$ cat src/rtl/serial_tx_pkg.sv
// rtl/serial_tx_pkg.sv - shared states, line levels and width helper for the frame transmitter
// The PARITY state is only entered when PARITY_EN is defined.
package serial_tx_pkg;

  typedef enum logic [2:0] {
    IDLE,
    START,
    DATA,
    PARITY,
    STOP
  } state_e;

  localparam logic IDLE_LEVEL  = 1'b1;
  localparam logic START_LEVEL = 1'b0;

  function automatic int ones_cnt_width(input int data_w);
    return $clog2(data_w + 1);
  endfunction

endpackage

$ cat src/rtl/serial_frame_transmitter_bit_timer.sv
// rtl/serial_frame_transmitter_bit_timer.sv - counts clk cycles within one serial bit
// bit_end is high in the last cycle of a bit while enabled; independent of PARITY_EN.
module bit_timer #(
  parameter int BIT_CYCLES = 1
) (
  input  logic clk,
  input  logic rst,
  input  logic clear,
  input  logic enable,
  output logic bit_end
);

  localparam int CW = (BIT_CYCLES > 1) ? $clog2(BIT_CYCLES) : 1;
  localparam logic [CW-1:0] LAST = CW'(BIT_CYCLES - 1);

  logic [CW-1:0] cnt_q, cnt_d;

  assign bit_end = enable && (cnt_q == LAST);

  always_comb begin
    cnt_d = cnt_q;
    if (clear) begin
      cnt_d = '0;
    end else if (enable) begin
      cnt_d = (cnt_q == LAST) ? '0 : cnt_q + 1'b1;
    end
  end

  always_ff @(posedge clk or negedge rst) begin
    if (!rst) begin
      cnt_q <= '0;
    end else begin
      cnt_q <= cnt_d;
    end
  end

endmodule

$ cat src/rtl/serial_frame_transmitter.sv
// rtl/serial_frame_transmitter.sv - start/payload/stop serialiser with collect window and ones count
// Defining PARITY_EN inserts an even parity bit between payload and stop.
module serial_frame_transmitter
  import serial_tx_pkg::*;
#(
  parameter int DATA_W     = 8,
  parameter int BIT_CYCLES = 1
) (
  input  logic                                clk,
  input  logic                                rst,
  input  logic                                in_valid,
  output logic                                in_ready,
  input  logic [DATA_W-1:0]                   in_data,
  output logic                                serout,
  output logic                                collect_out,
  output logic [ones_cnt_width(DATA_W)-1:0]   ones_cnt,
  output logic                                done
);

  localparam int OW = ones_cnt_width(DATA_W);
  localparam int IW = (DATA_W > 1) ? $clog2(DATA_W) : 1;
  localparam logic [IW-1:0] LAST_IDX = IW'(DATA_W - 1);

  state_e            state_q, state_d;
  logic [DATA_W-1:0] shreg_q, shreg_d, shifted;
  logic [IW-1:0]     idx_q, idx_d;
  logic [OW-1:0]     acc_q, acc_d, acc_next;
  logic [OW-1:0]     ones_q, ones_d;
  logic              serout_q, serout_d;
  logic              collect_q, collect_d;
  logic              accept, timer_clear, timer_en, bit_end;

  assign in_ready    = (state_q == IDLE);
  assign accept      = in_valid && in_ready;
  assign timer_en    = (state_q != IDLE);
  assign shifted     = shreg_q >> 1;
  assign acc_next    = acc_q + OW'(shreg_q[0]);
  assign serout      = serout_q;
  assign collect_out = collect_q;
  assign ones_cnt    = ones_q;

  bit_timer #(.BIT_CYCLES(BIT_CYCLES)) u_bit_timer (
    .clk    (clk),
    .rst    (rst),
    .clear  (timer_clear),
    .enable (timer_en),
    .bit_end(bit_end)
  );

  // serout/collect are registered: each branch loads the level of the bit that starts next
  always_comb begin
    state_d     = state_q;
    shreg_d     = shreg_q;
    idx_d       = idx_q;
    acc_d       = acc_q;
    ones_d      = ones_q;
    serout_d    = serout_q;
    collect_d   = collect_q;
    timer_clear = 1'b0;
    done        = 1'b0;
    case (state_q)
      IDLE: begin
        if (accept) begin
          state_d     = START;
          serout_d    = START_LEVEL;
          shreg_d     = in_data;
          idx_d       = '0;
          acc_d       = '0;
          timer_clear = 1'b1;
        end
      end
      START: begin
        if (bit_end) begin
          state_d   = DATA;
          serout_d  = shreg_q[0];
          collect_d = 1'b1;
        end
      end
      DATA: begin
        if (bit_end) begin
          shreg_d = shifted;
          acc_d   = acc_next;
          idx_d   = idx_q + 1'b1;
          if (idx_q == LAST_IDX) begin
            collect_d = 1'b0;
`ifdef PARITY_EN
            state_d  = PARITY;
            serout_d = acc_next[0];
`else
            state_d  = STOP;
            serout_d = IDLE_LEVEL;
`endif
          end else begin
            serout_d = shifted[0];
          end
        end
      end
`ifdef PARITY_EN
      PARITY: begin
        if (bit_end) begin
          state_d  = STOP;
          serout_d = IDLE_LEVEL;
        end
      end
`endif
      STOP: begin
        if (bit_end) begin
          done    = 1'b1;
          state_d = IDLE;
          ones_d  = acc_q;
        end
      end
      default: begin
        state_d   = IDLE;
        serout_d  = IDLE_LEVEL;
        collect_d = 1'b0;
      end
    endcase
  end

  always_ff @(posedge clk or negedge rst) begin
    if (!rst) begin
      state_q   <= IDLE;
      shreg_q   <= '0;
      idx_q     <= '0;
      acc_q     <= '0;
      ones_q    <= '0;
      serout_q  <= IDLE_LEVEL;
      collect_q <= 1'b0;
    end else begin
      state_q   <= state_d;
      shreg_q   <= shreg_d;
      idx_q     <= idx_d;
      acc_q     <= acc_d;
      ones_q    <= ones_d;
      serout_q  <= serout_d;
      collect_q <= collect_d;
    end
  end

endmodule

$ cat config.mk
export PLATFORM = sky130hd
export DESIGN_NAME = serial_frame_transmitter
export DESIGN_NICKNAME = d
export VERILOG_FILES = /design/src/rtl/serial_tx_pkg.sv /design/src/rtl/serial_frame_transmitter_bit_timer.sv /design/src/rtl/serial_frame_transmitter.sv
export SDC_FILE = /design/constraint.sdc
export NUM_CORES = 1
export LEC_CHECK = 0
export BUFFER_PORTS_ARGS = -buffer_cell sky130_fd_sc_hd__buf_2
export CORE_MARGIN = 1
export CORE_UTILIZATION = 55
export CTS_BUF_LIST = sky130_fd_sc_hd__clkbuf_8
export DETAILED_ROUTE_END_ITERATION = 6
export PLACE_DENSITY_LB_ADDON = 0.3
export SLEW_MARGIN = 20
export SYNTH_ARGS = -nofsm -noshare
export SYNTH_HDL_FRONTEND = slang
export SYNTH_HIERARCHICAL = 1
export SYNTH_SLANG_ARGS = --single-unit
$ cat constraint.sdc
create_clock -name clk -period 5.2 [get_ports clk]
set_input_delay 0.52 -clock clk [delete_from_list [all_inputs] [get_ports clk]]
set_output_delay 0.52 -clock clk [all_outputs]
set_load 0.01 [all_outputs]
# [After elaboration in Yosys (flattened, before gate mapping)]
# Cells that the tools add are included.
[totals] reg_bits=25 inputBits=11 out_inout_bits=8 wordCells=66
[op_classes] add_sub_neg=3 n_eq_ne=9 mux=31 bitwise=3 n_reduce_logical=12
[op_table] operator="3-bit two-way mux" n=7
[op_table] operator="8-bit two-way mux" n=2
[op_table] operator="8-bit case mux with 2 select lines" n=1
[op_table] operator="1-bit two-way mux" n=14
[op_table] operator="3-bit case mux with 4 select lines" n=1
[op_table] operator="4-bit two-way mux" n=2
[op_table] operator="2-bit inequality test, second input constant" n=4
[op_table] operator="4-bit case mux with 2 select lines" n=1
[op_table] operator="4-bit AND reduction" n=2
[op_table] operator="3-bit == test, second input constant" n=2
[op_table] operator="3-bit case mux with 2 select lines" n=1
[op_table] operator="5-bit AND reduction" n=1
[op_table] operator="4-bit by 1-bit adder with 4-bit output" n=1
[op_table] operator="1-bit case mux with 4 select lines" n=1
[op_table] operator="2-bit nonzero test" n=2
[op_table] operator="3-bit by 1-bit adder with 3-bit output, second input constant" n=1
[op_table] operator="3-bit by 1-bit == test with 1-bit output, second input constant" n=1
[op_table] operator="3-bit by 2-bit == test with 1-bit output, second input constant" n=1
[op_table] operator="3-bit logical NOT" n=1
[op_table] operator="1-bit inverter" n=3
[op_table] operator="1-bit case mux with 3 select lines" n=1
[op_table] operator="3-bit AND reduction" n=1
[op_table] operator="3-bit nonzero test" n=1
[op_table] operator="1-bit logical AND" n=2
[op_table] operator="4 further kinds" n=4

# [Longest topological paths before layout]
[depth] ltp_word=5 depth_mapped=9 ltp_nobuf=5

# [Cells and area by module]
# Netlist, hierarchy kept.
[modules_own_cells] mod="serial_frame_transmitter" instances=1 cells_per_inst=97 area_each_um2=1223.7 seq_area_each_um2=601.8
[modules_own_cells] mod="bit_timer" instances=1 cells_per_inst=1 area_each_um2=7.5 seq_area_each_um2=0.0

# [Worst setup path after synthesis]
# OpenSTA, ideal clock, no wires.
[synth_path] kind="reg2out" start="register state_q[0]" end="output port done" arrival_time_ns=1.661 required_ns=4.680 slack_ns=3.019 stages_incl_launch_ff=8 n_path_buf=5 cell_sequence="dfrtp_1 -> buf_6 -> clkbuf_8 -> or3_2 -> buf_4 -> buf_2 -> and3_1 -> clkbuf_2"
[synth_between] elab_chain_len=4 elab_cells_between_ends=5 classes_between="eq/ne (1); mux (2); reduce/logical (2)"
[synth_lines] element="start: declaration" line_no="serial_frame_transmitter.sv:24" rtl="state_e state_q, state_d;"
[synth_lines] element="start signal: assignment" line_no="serial_frame_transmitter.sv:131" rtl="state_q <= state_d;"
[synth_lines] element="3-bit nonzero test" line_no="serial_frame_transmitter.sv:35" rtl="assign timer_en = (state_q != IDLE);"
[synth_lines] element="via timer_en" line_no="serial_frame_transmitter.sv:31" rtl="logic accept, timer_clear, timer_en, bit_end;"
[synth_lines] element="1-bit logical AND" line_no="serial_frame_transmitter_bit_timer.sv:18" rtl="assign bit_end = enable && (cnt_q == LAST);"
[synth_lines] element="via bit_end" line_no="serial_frame_transmitter.sv:31"
[synth_lines] element="1-bit two-way mux" line_no="serial_frame_transmitter.sv:107" rtl="if (bit_end) begin"
[synth_lines] element="1-bit two-way mux" line_no="serial_frame_transmitter.sv:61" rtl="case (state_q)"
[synth_lines] element="end: declaration" line_no="serial_frame_transmitter.sv:17" rtl="output logic done"
# The timed path passes the listed nets, and every way through them passes these cells.

# [Worst setup path after layout]
[layout_path] start="register state_q[0]" end="output port done"
[layout_between] elab_chain_len=4 elab_cells_between_ends=5 classes_between="eq/ne (1); mux (2); reduce/logical (2)"
[layout_lines] element="3-bit nonzero test" line_no="serial_frame_transmitter.sv:35"
[layout_lines] element="via timer_en" line_no="serial_frame_transmitter.sv:31"
[layout_lines] element="1-bit logical AND" line_no="serial_frame_transmitter_bit_timer.sv:18"
[layout_lines] element="1-bit two-way mux" line_no="serial_frame_transmitter.sv:107"
[layout_lines] element="1-bit two-way mux" line_no="serial_frame_transmitter.sv:61"
# The timed path passes the listed nets, and every way through them passes these cells.

==> metrics.md <==
| Metric | Value |
|---|---|
| Fin Setup TNS | `0 ps` |
| Worst R2R End | `shreg_q[1]` |
| Register area share after synthesis | `0.4888` |
| RSZ-0062 raised after global routing | `false` |
| Largest stage delay on the critical path | `630 ps` |
| Root buffer cell | `clkbuf_8` |
| Number of setup buffers added after CTS | `0` |
| Worst hold path type | `in2async` |
| Worst Path Required | `4680 ps` |
| Slew of the pin with the lowest slew margin | `670.5 ps` |
| Final hold viol count | `0` |
| Kind of critical path | `reg2out` |
| GRT Total Usage | `0.2001` |
| Hpwl dp | `1.481 mm` |
| Post-CTS Resized | `0` |
| Total die area | `2431 sq um` |
| CP Cell Sequence | `or3_2 -> and3_1 -> buf_2` |
| Post-layout min period | `2417 ps` |
| Worst setup path start | `state_q[0]` |
| Worst-path clk slew | `80 ps` |
| CTS tree | `done` |
| Total congestion overflow | `0` |
| Vias | `804` |
| Pwr dens | `502.5 nW/um^2` |
| Max-slew violations | `0` |
| Fill cells | `166` |
| Top post-synthesis cells by area | `dfrtp_1, mux2_2, ha_1, a22o_1, mux2i_1` |
| Status | `completed` |
| Slowest CP cell | `or3_2` |
| Layout cell share with drive strength beyond 1 | `0.4107` |
| R2r startpoint | `state_q[0]` |
| Overall power | `0.6758 mW` |
| Largest net degree at the start of global routing | `25` |
| DP Area | `1300 sq um` |
| TritonCTS Buffers | `3` |
| Yosys cell types | `33` |
| Crit path DAT | `1900 ps` |
| Post-Synthesis Cell Area | `1231 sq um` |
| Vias per cell | `5.784` |
| Fmax | `0.4137 GHz` |
| Antenna Cells | `0` |
| Initial DRC count | `7` |
| R2r worst-path depth | `4` |
| Vias in the first global route | `829` |
| Area of the multi-input gates | `566.8 sq um` |
| Avg Cell Area, Syn | `12.56 sq um` |
| Post-Layout Inst Area | `1345 sq um` |
| Worst Clk Skew | `4.606 ps` |
| #FFs+latches synth | `24` |
| Syn-to-layout area delta | `9.248%` |
| Final GP Congestion | `0.7572` |
| Critical path peak fanout | `15` |
| Final setup viols | `0` |
| TritonRoute pass-1 iters | `4` |
| Yosys top cell by area | `dfrtp_1` |
| Most frequent cells in the layout | `dfrtp_1, mux2_2, buf_2` |
| Pre-CTS setup slack | `3075 ps` |
| Clk_lat worst skew | `260 ps` |
| VDD IR-drop max | `0.0003647 V` |
| Die H | `49.31 microns` |
| Die Wd | `49.31 microns` |
| First-pass GRT wire length | `3.684 mm` |
| # DRC | `0` |
| Bufs on Longest Clock Path | `2` |
| Initial antenna violation count | `0` |
| Post-synth top area share | `0.4675` |
| Wire length per cell | `15.13 microns` |
| Crit. End Element | `output port` |
| Slew headroom | `0.5467` |
| Reg-to-reg slack, setup | `3160 ps` |
| Post-synth EDFFs | `0` |
| Max H-tree Level | `1` |
| Row count | `16` |
| Post-synth ARST share | `1.000` |
| Final wirelength | `2.103 mm` |
| Top_reg_cell synth | `dfrtp_1` |
| Core area | `2042 sq um` |
| CP Launch Type | `register` |
| Final #Nets | `128` |
| Syn_nets | `113` |
| Synth warnings | `6` |
| Commonest non-fill, non-tap cell in the layout | `dfrtp_1` |
| Mapped Cells | `98` |
| Total of max-cap violations | `0` |
| Seq. cell area | `601.8 sq um` |
| Antenna Nets Post-Route | `0` |
| # IOs | `19` |
| Starting Density | `0.6029` |
| CTS Sinks | `24` |
| CTS Hold Bufs | `0` |
| Port bufs | `18` |
| Part of the cycle the worst path needs | `0.4649` |
| Lkg Pwr | `0.6662 nW` |
| Final worst slack | `2783 ps` |
==> layer usage <==
metal,part of all wire,GRT usage,up-vias
li1,-,-,381
met1,0.49,0.2781,410
met2,0.49,0.3219,11
met3,0.019,0.03738,2
met4,0.0086,0.04902,0
met5,0,0,-
==> critical path, delay by kind of cell (launching register included) <==
family | cells | cell delay (ps)
AND/OR/NAND/NOR | 2 | 910
flip-flops | 1 | 560
buffers and inverters | 1 | 160
==> power breakdown <==
| group | leakage (nW) | internal, mW | switching, mW |
|---|---|---|---|
| Clock | 0.0269 | 0.0526 | 0.0544 |
| Sequential | 0.306 | 0.247 | 0.0613 |
| Combinational | 0.334 | 0.146 | 0.115 |
| Total | 0.666 | 0.445 | 0.231 |
==> how the worst max path moves through the flow <==
| stage | endpoint | cells after the start | slack, ps |
|---|---|---|---|
| after floorplan | done | 7 | 3020 |
| after global placement | done | 3 | 3140 |
| after detailed placement | done | 3 | 3070 |
| after CTS | done | 3 | 2800 |
| after global routing | done | 3 | 2700 |
| final | done | 3 | 2780 |
==> Yosys cell counts, types with 2 or more instances <==
| library cell | n |
|---|---|
| nand2_1 | 3 |
| mux2i_1 | 4 |
| nor2_1 | 2 |
| nand2b_1 | 3 |
| inv_1 | 2 |
| ha_1 | 4 |
| dfrtp_1 | 23 |
| buf_2 | 2 |
| clkbuf_1 | 2 |
| a21oi_1 | 5 |
| a22o_1 | 5 |
| mux2_2 | 20 |
| nand3b_1 | 2 |
| nor3_1 | 2 |
==> sequential cells by signal (all words and copies together), names as in the netlist <==
register and flops:
acc_q 4, collect_out 1, idx_q 3, ones_cnt 4
serout 1, shreg_q 8, state_q 3
==> per-stage QoR <==
step / hold slack, ps / util / cells
after floorplan: 224.4 / - / 98
after global placement: 456.5 / 0.6366 / 135
after detailed placement: 470.4 / 0.6366 / 135
after CTS: 244.0 / 0.6587 / 139
after global routing: 275.4 / 0.6587 / 139
final: 234.5 / 0.6587 / 139
==> logic make-up after synthesis <==
kind of cell	Yosys count	share of synthesized area
simple gates	21	0.1179
mux	24	0.2155
buf+inv	10	0.05081
fa+ha+maj	4	0.04065
compound gates	14	0.07927
xor+xnor	1	0.007115
flops	24	0.4888
==> cell type report <==
cell class / count / area share
Sequential cell: 24 / 0.4474
Multi-Input combinational cell: 64 / 0.4214
Timing Repair Buffer: 18 / 0.06698
Clock buffer: 3 / 0.03070
Tap cell: 27 / 0.02512
Inverter: 2 / 0.005581
Clock inverter: 1 / 0.002791
(Power assumes the default switching activity.)
